===== src/rtl/serial_link_pkg.sv =====
// Shared constants, register map and types for the serial link APB control block.
package serial_link_pkg;

  localparam int unsigned ApbAddrWidth = 32;
  localparam int unsigned ApbDataWidth = 32;
  localparam int unsigned ApbStrbWidth = ApbDataWidth / 8;

  // Register word offsets
  localparam logic [3:0] CtrlOffset     = 4'h0;
  localparam logic [3:0] IsolatedOffset = 4'h4;
  localparam logic [3:0] StatusOffset   = 4'h8;

  // CTRL bit positions
  localparam int unsigned CtrlClkEnaBit  = 0;
  localparam int unsigned CtrlLinkRstBit = 1;
  localparam int unsigned CtrlIsoInBit   = 8;
  localparam int unsigned CtrlIsoOutBit  = 9;

  // STATUS bit positions
  localparam int unsigned StatusToInBit    = 0;
  localparam int unsigned StatusToOutBit   = 1;
  localparam int unsigned StatusPendInBit  = 4;
  localparam int unsigned StatusPendOutBit = 5;

  localparam logic [31:0] CtrlRstVal = 32'h300;

  typedef enum logic [1:0] {
    ISOL    = 2'd0,
    DEISO   = 2'd1,
    ACTIVE  = 2'd2,
    ISO_REQ = 2'd3
  } iso_state_e;

  typedef struct packed {
    logic [ApbAddrWidth-1:0] paddr;
    logic [ApbDataWidth-1:0] pwdata;
    logic                    pwrite;
    logic                    psel;
    logic                    penable;
    logic [ApbStrbWidth-1:0] pstrb;
  } sl_apb_req_t;

  typedef struct packed {
    logic [ApbDataWidth-1:0] prdata;
    logic                    pready;
    logic                    pslverr;
  } sl_apb_rsp_t;

endpackage


===== src/rtl/serial_link_iso_handshake.sv =====
// Isolate/de-isolate handshake tracker for one AXI isolation unit, with timeout.
module serial_link_iso_handshake
  import serial_link_pkg::*;
#(
  parameter int unsigned TimeoutCycles = 1024
) (
  input  logic clk_i,
  input  logic rst_i,
  input  logic iso_req_i,
  input  logic isolated_i,
  output logic pending_o,
  output logic timeout_o
);

  localparam int unsigned CntWidth = $clog2(TimeoutCycles);
  localparam logic [CntWidth-1:0] CntMax = CntWidth'(TimeoutCycles - 1);

  iso_state_e          state_q, state_d;
  logic [CntWidth-1:0] cnt_q, cnt_d;
  logic                pending_q, pending_d;
  logic                timeout_q, timeout_d;

  // Next-state: follow the requested isolation level, forcing the target state on timeout
  always_comb begin
    state_d   = state_q;
    cnt_d     = cnt_q;
    timeout_d = 1'b0;
    case (state_q)
      ISOL: begin
        if (!iso_req_i) begin
          state_d = DEISO;
          cnt_d   = '0;
        end
      end
      DEISO: begin
        if (!isolated_i) begin
          state_d = ACTIVE;
        end else if (cnt_q == CntMax) begin
          state_d   = ACTIVE;
          timeout_d = 1'b1;
        end else begin
          cnt_d = cnt_q + CntWidth'(1);
        end
      end
      ACTIVE: begin
        if (iso_req_i) begin
          state_d = ISO_REQ;
          cnt_d   = '0;
        end
      end
      ISO_REQ: begin
        if (isolated_i) begin
          state_d = ISOL;
        end else if (cnt_q == CntMax) begin
          state_d   = ISOL;
          timeout_d = 1'b1;
        end else begin
          cnt_d = cnt_q + CntWidth'(1);
        end
      end
      default: state_d = ISOL;
    endcase
    pending_d = (state_d == DEISO) || (state_d == ISO_REQ);
  end

  // State, counter and flag registers
  always_ff @(posedge clk_i) begin
    if (rst_i) begin
      state_q   <= ISOL;
      cnt_q     <= '0;
      pending_q <= 1'b0;
      timeout_q <= 1'b0;
    end else begin
      state_q   <= state_d;
      cnt_q     <= cnt_d;
      pending_q <= pending_d;
      timeout_q <= timeout_d;
    end
  end

  assign pending_o = pending_q;
  assign timeout_o = timeout_q;

endmodule


===== src/rtl/serial_link_apb_ctrl.sv =====
// APB completer for serial link CTRL / ISOLATED / STATUS registers and isolation handshake.
module serial_link_apb_ctrl
  import serial_link_pkg::*;
#(
  parameter type         apb_req_t     = sl_apb_req_t,
  parameter type         apb_rsp_t     = sl_apb_rsp_t,
  parameter int unsigned AddrWidth     = 32,
  parameter int unsigned DataWidth     = 32,
  parameter int unsigned TimeoutCycles = 1024
) (
  input  logic     clk_i,
  input  logic     rst_i,
  input  apb_req_t apb_req_i,
  output apb_rsp_t apb_rsp_o,
  output logic     clk_ena_o,
  output logic     link_rst_no,
  output logic     axi_in_isolate_o,
  output logic     axi_out_isolate_o,
  input  logic     axi_in_isolated_i,
  input  logic     axi_out_isolated_i
);

  logic                 clk_ena_q, clk_ena_d;
  logic                 link_rst_n_q, link_rst_n_d;
  logic                 iso_in_q, iso_in_d;
  logic                 iso_out_q, iso_out_d;
  logic [1:0]           ack_q;
  logic [1:0]           to_q, to_d;
  logic                 pready_q, pready_d;
  logic                 pslverr_q, pslverr_d;
  logic [DataWidth-1:0] prdata_q, prdata_d;

  logic                 in_pending, out_pending, in_timeout, out_timeout;
  logic                 access_c, addr_ok_c, mapped_c;
  logic [3:0]           word_c;
  logic                 new_clk_c, new_rst_c, new_iso_in_c, new_iso_out_c;
  logic                 illegal_c, stall_c;
  logic [1:0]           w1c_c;
  logic [DataWidth-1:0] rdata_c;
  logic                 unused_c;

  assign unused_c = ^{apb_req_i.paddr[1:0], apb_req_i.pwdata, apb_req_i.pstrb};

  // Address decode and strobe-merged CTRL candidate value
  always_comb begin
    access_c      = apb_req_i.psel && (!apb_req_i.penable || !pready_q);
    addr_ok_c     = (apb_req_i.paddr[AddrWidth-1:4] == '0);
    word_c        = {apb_req_i.paddr[3:2], 2'b00};
    mapped_c      = addr_ok_c && ((word_c == CtrlOffset) || (word_c == IsolatedOffset) ||
                                  (word_c == StatusOffset));
    new_clk_c     = apb_req_i.pstrb[0] ? apb_req_i.pwdata[CtrlClkEnaBit]  : clk_ena_q;
    new_rst_c     = apb_req_i.pstrb[0] ? apb_req_i.pwdata[CtrlLinkRstBit] : link_rst_n_q;
    new_iso_in_c  = apb_req_i.pstrb[1] ? apb_req_i.pwdata[CtrlIsoInBit]   : iso_in_q;
    new_iso_out_c = apb_req_i.pstrb[1] ? apb_req_i.pwdata[CtrlIsoOutBit]  : iso_out_q;
    illegal_c     = (!new_iso_in_c || !new_iso_out_c) && (!new_clk_c || !new_rst_c);
    stall_c       = ((new_iso_in_c != iso_in_q) && in_pending) ||
                    ((new_iso_out_c != iso_out_q) && out_pending);
  end

  // Read data mux
  always_comb begin
    rdata_c = '0;
    if (word_c == CtrlOffset) begin
      rdata_c[CtrlClkEnaBit]  = clk_ena_q;
      rdata_c[CtrlLinkRstBit] = link_rst_n_q;
      rdata_c[CtrlIsoInBit]   = iso_in_q;
      rdata_c[CtrlIsoOutBit]  = iso_out_q;
    end else if (word_c == IsolatedOffset) begin
      rdata_c[1:0] = ack_q;
    end else if (word_c == StatusOffset) begin
      rdata_c[StatusToInBit]    = to_q[0];
      rdata_c[StatusToOutBit]   = to_q[1];
      rdata_c[StatusPendInBit]  = in_pending;
      rdata_c[StatusPendOutBit] = out_pending;
    end
  end

  // APB response and register update; the response registers against setup or stalled access
  always_comb begin
    clk_ena_d    = clk_ena_q;
    link_rst_n_d = link_rst_n_q;
    iso_in_d     = iso_in_q;
    iso_out_d    = iso_out_q;
    pready_d     = 1'b0;
    pslverr_d    = 1'b0;
    prdata_d     = '0;
    w1c_c        = 2'b00;
    if (access_c) begin
      pready_d = 1'b1;
      if (!mapped_c) begin
        pslverr_d = 1'b1;
      end else if (!apb_req_i.pwrite) begin
        prdata_d = rdata_c;
      end else if (word_c == CtrlOffset) begin
        if (illegal_c) begin
          pslverr_d = 1'b1;
        end else if (stall_c) begin
          pready_d = 1'b0;
        end else begin
          clk_ena_d    = new_clk_c;
          link_rst_n_d = new_rst_c;
          iso_in_d     = new_iso_in_c;
          iso_out_d    = new_iso_out_c;
        end
      end else if ((word_c == StatusOffset) && apb_req_i.pstrb[0]) begin
        w1c_c = apb_req_i.pwdata[1:0];
      end
    end
    // New timeout beats a coincident clear
    to_d = (to_q & ~w1c_c) | {out_timeout, in_timeout};
  end

  // Register state
  always_ff @(posedge clk_i) begin
    if (rst_i) begin
      clk_ena_q    <= CtrlRstVal[CtrlClkEnaBit];
      link_rst_n_q <= CtrlRstVal[CtrlLinkRstBit];
      iso_in_q     <= CtrlRstVal[CtrlIsoInBit];
      iso_out_q    <= CtrlRstVal[CtrlIsoOutBit];
      ack_q        <= 2'b11;
      to_q         <= 2'b00;
      pready_q     <= 1'b0;
      pslverr_q    <= 1'b0;
      prdata_q     <= '0;
    end else begin
      clk_ena_q    <= clk_ena_d;
      link_rst_n_q <= link_rst_n_d;
      iso_in_q     <= iso_in_d;
      iso_out_q    <= iso_out_d;
      ack_q        <= {axi_out_isolated_i, axi_in_isolated_i};
      to_q         <= to_d;
      pready_q     <= pready_d;
      pslverr_q    <= pslverr_d;
      prdata_q     <= prdata_d;
    end
  end

  // Drive the response struct from registers
  always_comb begin
    apb_rsp_o         = '0;
    apb_rsp_o.prdata  = prdata_q;
    apb_rsp_o.pready  = pready_q;
    apb_rsp_o.pslverr = pslverr_q;
  end

  assign clk_ena_o         = clk_ena_q;
  assign link_rst_no       = link_rst_n_q;
  assign axi_in_isolate_o  = iso_in_q;
  assign axi_out_isolate_o = iso_out_q;

  serial_link_iso_handshake #(
    .TimeoutCycles(TimeoutCycles)
  ) u_hs_in (
    .clk_i      (clk_i),
    .rst_i      (rst_i),
    .iso_req_i  (iso_in_q),
    .isolated_i (axi_in_isolated_i),
    .pending_o  (in_pending),
    .timeout_o  (in_timeout)
  );

  serial_link_iso_handshake #(
    .TimeoutCycles(TimeoutCycles)
  ) u_hs_out (
    .clk_i      (clk_i),
    .rst_i      (rst_i),
    .iso_req_i  (iso_out_q),
    .isolated_i (axi_out_isolated_i),
    .pending_o  (out_pending),
    .timeout_o  (out_timeout)
  );

endmodule


===== config.mk =====
export PLATFORM = sky130hd
export DESIGN_NAME = serial_link_apb_ctrl
export DESIGN_NICKNAME = d
export VERILOG_FILES = /design/src/rtl/serial_link_pkg.sv /design/src/rtl/serial_link_iso_handshake.sv /design/src/rtl/serial_link_apb_ctrl.sv
export SDC_FILE = /design/constraint.sdc
export NUM_CORES = 1
export LEC_CHECK = 0
export CORE_UTILIZATION = 42
export DETAILED_ROUTE_END_ITERATION = 16
export DONT_BUFFER_PORTS = 1
export PLACE_DENSITY = 0.57
export SYNTH_ARGS = -nofsm -noshare
export SYNTH_HDL_FRONTEND = slang
export SYNTH_SLANG_ARGS = --single-unit

===== constraint.sdc =====
create_clock -name clk_i -period 4.5 [get_ports clk_i]
set_input_delay 1.125 -clock clk_i [delete_from_list [all_inputs] [get_ports clk_i]]
set_output_delay 1.125 -clock clk_i [all_outputs]
set_load 0.005 [all_outputs]

==> flow_summary.ini, run 1 <==
[job]
maxCapViolCount = 0

[critical_path]
rrSetupSlack_ns = 2.57
rr_worst_depth = 6
required_ns = 4.73
crit_arrival_ns = 2.58
startpoint_type = input pin
end_kind = flop
cp_max_fo = 3
worstSetupPathType = input pin to flop
r2r_end = u_hs_in.cnt_q[4]$_SDFFE_PP0P_
rr_startpoint = u_hs_in.cnt_q[0]$_SDFFE_PP0P_

[finish]
num-fill-cells = 534
utilization_pct = 45.1
final_nets = 351
area_growth_pct = 2.07
drive_above_1_share_pct = 5.09
antenna_cells = 0
final_area_sq_mm = 0.00235

[detailed_routing]
via_per_inst = 5.30
wl_per_cell_microns = 13.2
drtIter0Drc = 164
first_pass_iters = 4
wirelength_microns = 4570
drtAntennaViolNets = 0
vias = 1830
drc = 0

[cts]
clk_pin_slew_ns = 0.08
cts.sinks = 42
ctsHoldBuffers = 0
cts_max_level = 2
post-cts-setup-buffers = 0
cts_tree = done
clk-insertion-delay-late_ns = 0.30
cts_inserted_buffers = 5
post_cts_resized = 0
cts_buffer_depth = 2
clock-root-buffer = clkbuf_8

[worst_hold_path]
hold_path.class = flop to flop
min_from = u_hs_in.timeout_o$_SDFF_PP0_
holdPathEnd = to_q[0]$_SDFF_PP0_
min_path_cells = 2

[timing]
slew_violations = 0
skew_ns = 0.00722
fin_crit_sh_pct = 52.2
timing.final.crit_period_ns = 2.35
worst_pin_slew_ns = 0.576
fin_tns_setup_ns = 0
hold_viol_final = 0
maxSlewHeadroom_pct = 61.3
fmax_mhz = 426
setup_viol = 0
rsz0062_at_grt = no

[place]
hpwl_microns = 3340
postPlaceCellArea_sq_mm = 0.00224
gp_congestion = 0.789
io_buffers = 0

[pwr]
vdd_drop_max_uv = 119
p_per_area_mw_per_mm2 = 295
p_leak_nw = 0.780
p_total_mw = 0.694

[floorplanning]
fp.dieH_microns = 76.0
core_sq_mm = 0.00520
initial_core_util_pct = 44.2
pin_count = 113
die-area_sq_mm = 0.00578
die_w_microns = 76.0
rows = 26

[synthesis]
synth_largest_area_cell = dfxtp_1
ys.warnings.count = 0
synth_edf_count = 0
synth.avg_cell_area_sq_um = 8.31
synth_commonest_cells = dfxtp_1, buf_4, nor2_1
synthArstFlopShare_pct = 0
synth-main-ff-cell = dfxtp_1
postSynthCellCount = 277
ys_types = 48
yosysTopAreaCellShare_pct = 36.5
yosysSeqAreaShare_pct = 36.5
syn_area_sq_mm = 0.00230
netlist_top_cells_area = dfxtp_1, buf_4, mux2i_1
ys_ff_latch = 42
synth_most_common_cell = dfxtp_1

[run_status]
status = complete, no violations

[grt]
grt_usage_pct = 16.3
grt_max_degree = 43
grt_pass1_vias = 1671
grt_pass1_wl_microns = 7600
overflow = 0
antenna_found_initial = 0
## cell usage in the layout, fill, tap and decap left out, drive strengths merged, types with 2 or more instances in the layout
master,count
or2,4
inv,9
and2,3
nor2,25
nand2,22
nand2b,9
nor4,9
nand3b,2
and3b,2
a21oi,18
or3,6
nor3,8
dfxtp,42
nand4,7
nor2b,4
clkbuf,6
xor2,5
o2bb2ai,2
and3,4
o32ai,3
o21ai,4
a31oi,10
a2111oi,2
a31o,3
nand3,15
mux2i,11
ha,2
conb,26
## worst max-delay path, cell delays in order
cell and delay (ns):
nor4_1 0.33, nand4_1 0.24, a2111oi_4 0.37, and4_1 0.32
mux2i_1 0.20
## layer usage
metal,wire (microns),global-route usage (%),vias to the layer above
li1,-,-,924
met1,2040,18.4,829
met2,2160,28.4,68
met3,250,5.03,9
met4,107,7.12,0
met5,0,0,-
## power breakdown
group	switching (mW)	internal [mW]	total, mW
sequential	0.000809	0.373	0.374
clock	0.133	0.166	0.298
combinational	0.0123	0.00939	0.0217
## stage by stage
| stage | hold WS, ns | setup WS, ns | std cells |
|---|---|---|---|
| 6_report | 0.426 | 2.15 | 345 |
| 5_1_grt | 0.450 | 2.08 | 345 |
| 4_1_cts | 0.430 | 2.15 | 345 |
| 3_5_place_dp | 0.414 | 1.84 | 337 |
| 3_3_place_gp | 0.410 | 1.85 | 337 |
| 2_1_floorplan | 0.411 | 2.03 | 302 |
## layout make-up
cell class / instances / area (sq um) / share of cell area, %
multi-input cells: 216 / 1280 / 54.4
flip-flops and latches: 42 / 841 / 35.8
well taps: 70 / 87.6 / 3.73
clock buffers: 6 / 72.6 / 3.09
clock inverters: 2 / 37.5 / 1.60
inverters: 9 / 33.8 / 1.44
## kinds of logic (layout without fill, tap and decap cells)
family	count (synthesis)	after routing	share of synthesized area, %
AOI/OAI and AO/OA	46	46	13.8
xor gates and xnor gates	6	6	2.28
adders and majority gates	2	2	1.09
buffers and inverters	44	17	12.1
DFF	42	42	36.5
muxes	11	11	4.78
other	1	26	0.163
and+or+nand+nor	125	125	29.3
## state kept, by name, summed over array words and instances (netlist names)
| name | cells |
|---|---|
| u_hs_out.cnt_q | 10 |
| link_rst_no | 1 |
| u_hs_in.state_q | 2 |
| axi_in_isolate_o | 1 |
| prdata_q | 6 |
| pslverr_q | 1 |
| u_hs_in.cnt_q | 10 |
| u_hs_out.state_q | 2 |
| axi_out_isolate_o | 1 |
| u_hs_in.timeout_o | 1 |
| to_q | 2 |
| u_hs_out.timeout_o | 1 |
| pready_q | 1 |
| ack_q | 2 |
| clk_ena_o | 1 |
## how the worst max path moves through the flow
| stage | startpoint | endpoint | slack, ns | cells past startpoint |
|---|---|---|---|---|
| after CTS | apb_req_i[53] | axi_in_isolate_o$_SDFFE_PP1P_ | 2.15 | 5 |
| final | apb_req_i[53] | axi_out_isolate_o$_SDFFE_PP1P_ | 2.15 | 5 |
| after detailed placement | apb_req_i[53] | axi_out_isolate_o$_SDFFE_PP1P_ | 1.84 | 5 |
| after global routing | apb_req_i[53] | axi_in_isolate_o$_SDFFE_PP1P_ | 2.08 | 5 |
| after floorplan | apb_req_i[41] | axi_in_isolate_o$_SDFFE_PP1P_ | 2.03 | 5 |
| after global placement | apb_req_i[53] | axi_in_isolate_o$_SDFFE_PP1P_ | 1.85 | 5 |
Note: power is estimated with default switching activity, not from simulation.
==> inputs of run 2 (changes only) <==
--- a/config.mk
+++ b/config.mk
@@ -8,7 +8,7 @@
 export CORE_UTILIZATION = 42
 export DETAILED_ROUTE_END_ITERATION = 16
 export DONT_BUFFER_PORTS = 1
-export PLACE_DENSITY = 0.57
+export PLACE_DENSITY = 0.6
 export SYNTH_ARGS = -nofsm -noshare
 export SYNTH_HDL_FRONTEND = slang
 export SYNTH_SLANG_ARGS = --single-unit
==> constraint.sdc (replaced) <==
create_clock -name clk_i -period 1.9 [get_ports clk_i]
set_input_delay 0.475 -clock clk_i [delete_from_list [all_inputs] [get_ports clk_i]]
set_output_delay 0.475 -clock clk_i [all_outputs]
set_load 0.005 [all_outputs]
==> flow_summary.ini, run 2 (synthesis gave the netlist of run 1 again) <==
[run_status]
status = complete, no violations

[critical_path]
worstSetupPathType = flop to flop
required_ns = 2.14
end_kind = flop
crit_arrival_ns = 1.99
startpoint_type = flop
cp_max_fo = 5

[grt]
grt_pass1_vias = 1698
antenna_found_initial = 0
grt_max_degree = 43
grt_pass1_wl_microns = 7510
overflow = 0
grt_usage_pct = 16.3

[cts]
cts_inserted_buffers = 5
clock-root-buffer = clkbuf_8
cts.sinks = 42
clk_pin_slew_ns = 0.08
cts_buffer_depth = 2
cts_max_level = 2
clk-insertion-delay-late_ns = 0.29
cts_tree = done

[timing]
setup_viol = 0
timing.hold.ws_ns = 0.242
fmax_mhz = 572
skew_ns = 0.00488
rsz0062_at_grt = no
slew_violations = 0
timing.final.crit_period_ns = 1.75
hold_viol_final = 0
fin_crit_sh_pct = 91.9
worst_slack_ns = 0.153

[place]
pre_cts_slack_ns = -0.125
io_buffers = 0
gp_congestion = 0.840
hpwl_microns = 3490

[floorplanning]
die_w_microns = 76.0
core_sq_mm = 0.00520
rows = 26
pin_count = 113
die-area_sq_mm = 0.00578
fp.dieH_microns = 76.0
initial_core_util_pct = 44.2

[pwr]
p_per_area_mw_per_mm2 = 727
p_clk_share_pct = 48.0
combPwrFrac_pct = 2.9
power.internal_mw = 1.47
switching_share_pct = 18.7
vdd_drop_max_uv = 281
seq_power_share_pct = 49.1
p_leak_nw = 0.855
p_total_mw = 1.80
power.switching_mw = 0.337

[detailed_routing]
first_pass_iters = 4
wl_per_cell_microns = 13.0
drtAntennaViolNets = 0
drc = 0
drtIter0Drc = 91
wirelength_microns = 4650
via_per_inst = 5.34
vias = 1906

[finish]
largestRegisters = u_hs_in.cnt_q (10), u_hs_out.cnt_q (10), prdata_q (6)
antenna_cells = 0
area_growth_pct = 7.77
layout_commonest_cell = dfxtp_1
utilization_pct = 47.7
num-fill-cells = 519
layout_common_cells = dfxtp_1, conb_1, nor2_1
final_nets = 363
drive_above_1_share_pct = 10.1

[job]
maxCapViolCount = 0

[worst_hold_path]
hold_path.class = input pin to flop
run 2: cell count changes in the layout (fill, tap and decap cells not counted), sizes merged:
cell      before  now
buf            0   12
bufinv         1    2
clkinvlp       1    0
run 2: cell type report:
type                       instances  area [sq um]  share of cell area (%)
multi-input combinational        216          1290                    51.8
sequential                        42           841                    33.9
timing repair buffer              12          90.1                    3.63
tap                               70          87.6                    3.53
clock buffer                       6          82.6                    3.33
clock inverter                     2          60.1                    2.42
inverter                           9          33.8                    1.36
run 2: layer usage:
| layer | share of wire (%) | vias to the layer above | wire [microns] | track usage [%] |
|---|---|---|---|---|
| li1 | - | 952 | - | - |
| met1 | 44 | 864 | 2020 | 18.5 |
| met2 | 47 | 76 | 2200 | 27.6 |
| met3 | 5.6 | 14 | 258 | 3.95 |
| met4 | 3.5 | 0 | 163 | 10.2 |
| met5 | 0 | - | 0 | 0 |
run 2: path summary, 6_finish.rpt:
kind / start / to / slack [ns] / depth (start not counted)
hold / removal: rst_i / u_hs_in.cnt_q[8]$_SDFFE_PP0P_ / 0.24 / 1
hold reg to reg: u_hs_in.timeout_o$_SDFF_PP0_ / to_q[0]$_SDFF_PP0_ / 0.42 / 2
setup reg to reg: u_hs_in.cnt_q[1]$_SDFFE_PP0P_ / u_hs_in.cnt_q[2]$_SDFFE_PP0P_ / 0.15 / 6
setup / recovery: u_hs_in.cnt_q[1]$_SDFFE_PP0P_ / u_hs_in.cnt_q[2]$_SDFFE_PP0P_ / 0.15 / 6
run 2: timing repair:
| item | CTS | global route |
|---|---|---|
| hold buffers | 0 | 0 |
| gates resized for setup | 0 | 3 |
| setup buffers | 0 | 0 |
| endpoints found under the setup margin | 0 | 1 |
| endpoints found under the hold margin | 0 | 0 |
run 2: worst max-delay path: stages, from the launching register on:
cell and delay [ns]:
dfxtp_1 0.38, ha_2 0.22, and3_2 0.24, nand4_2 0.17
nor2b_1 0.20, a2111oi_2 0.35, a31o_1 0.13
run 2: power groups by stage:
stage                     sequential [mW]  clock (mW)  combinational, mW
after floorplan                     0.906           0              0.102
after global placement              0.907           0             0.0505
after detailed placement            0.907           0             0.0515
after CTS                           0.886       0.890             0.0514
after global routing                0.887       0.932             0.0591
final                               0.886       0.866             0.0518
run 2: stage by stage:
step | cell area [sq um] | std cells | TNS (ns)
CTS | 2470 | 357 | 0
finish | 2480 | 357 | 0
global route | 2480 | 357 | 0
global placement | 2330 | 349 | -0.376
detailed placement | 2330 | 349 | -0.490
floorplan | 2400 | 302 | 0
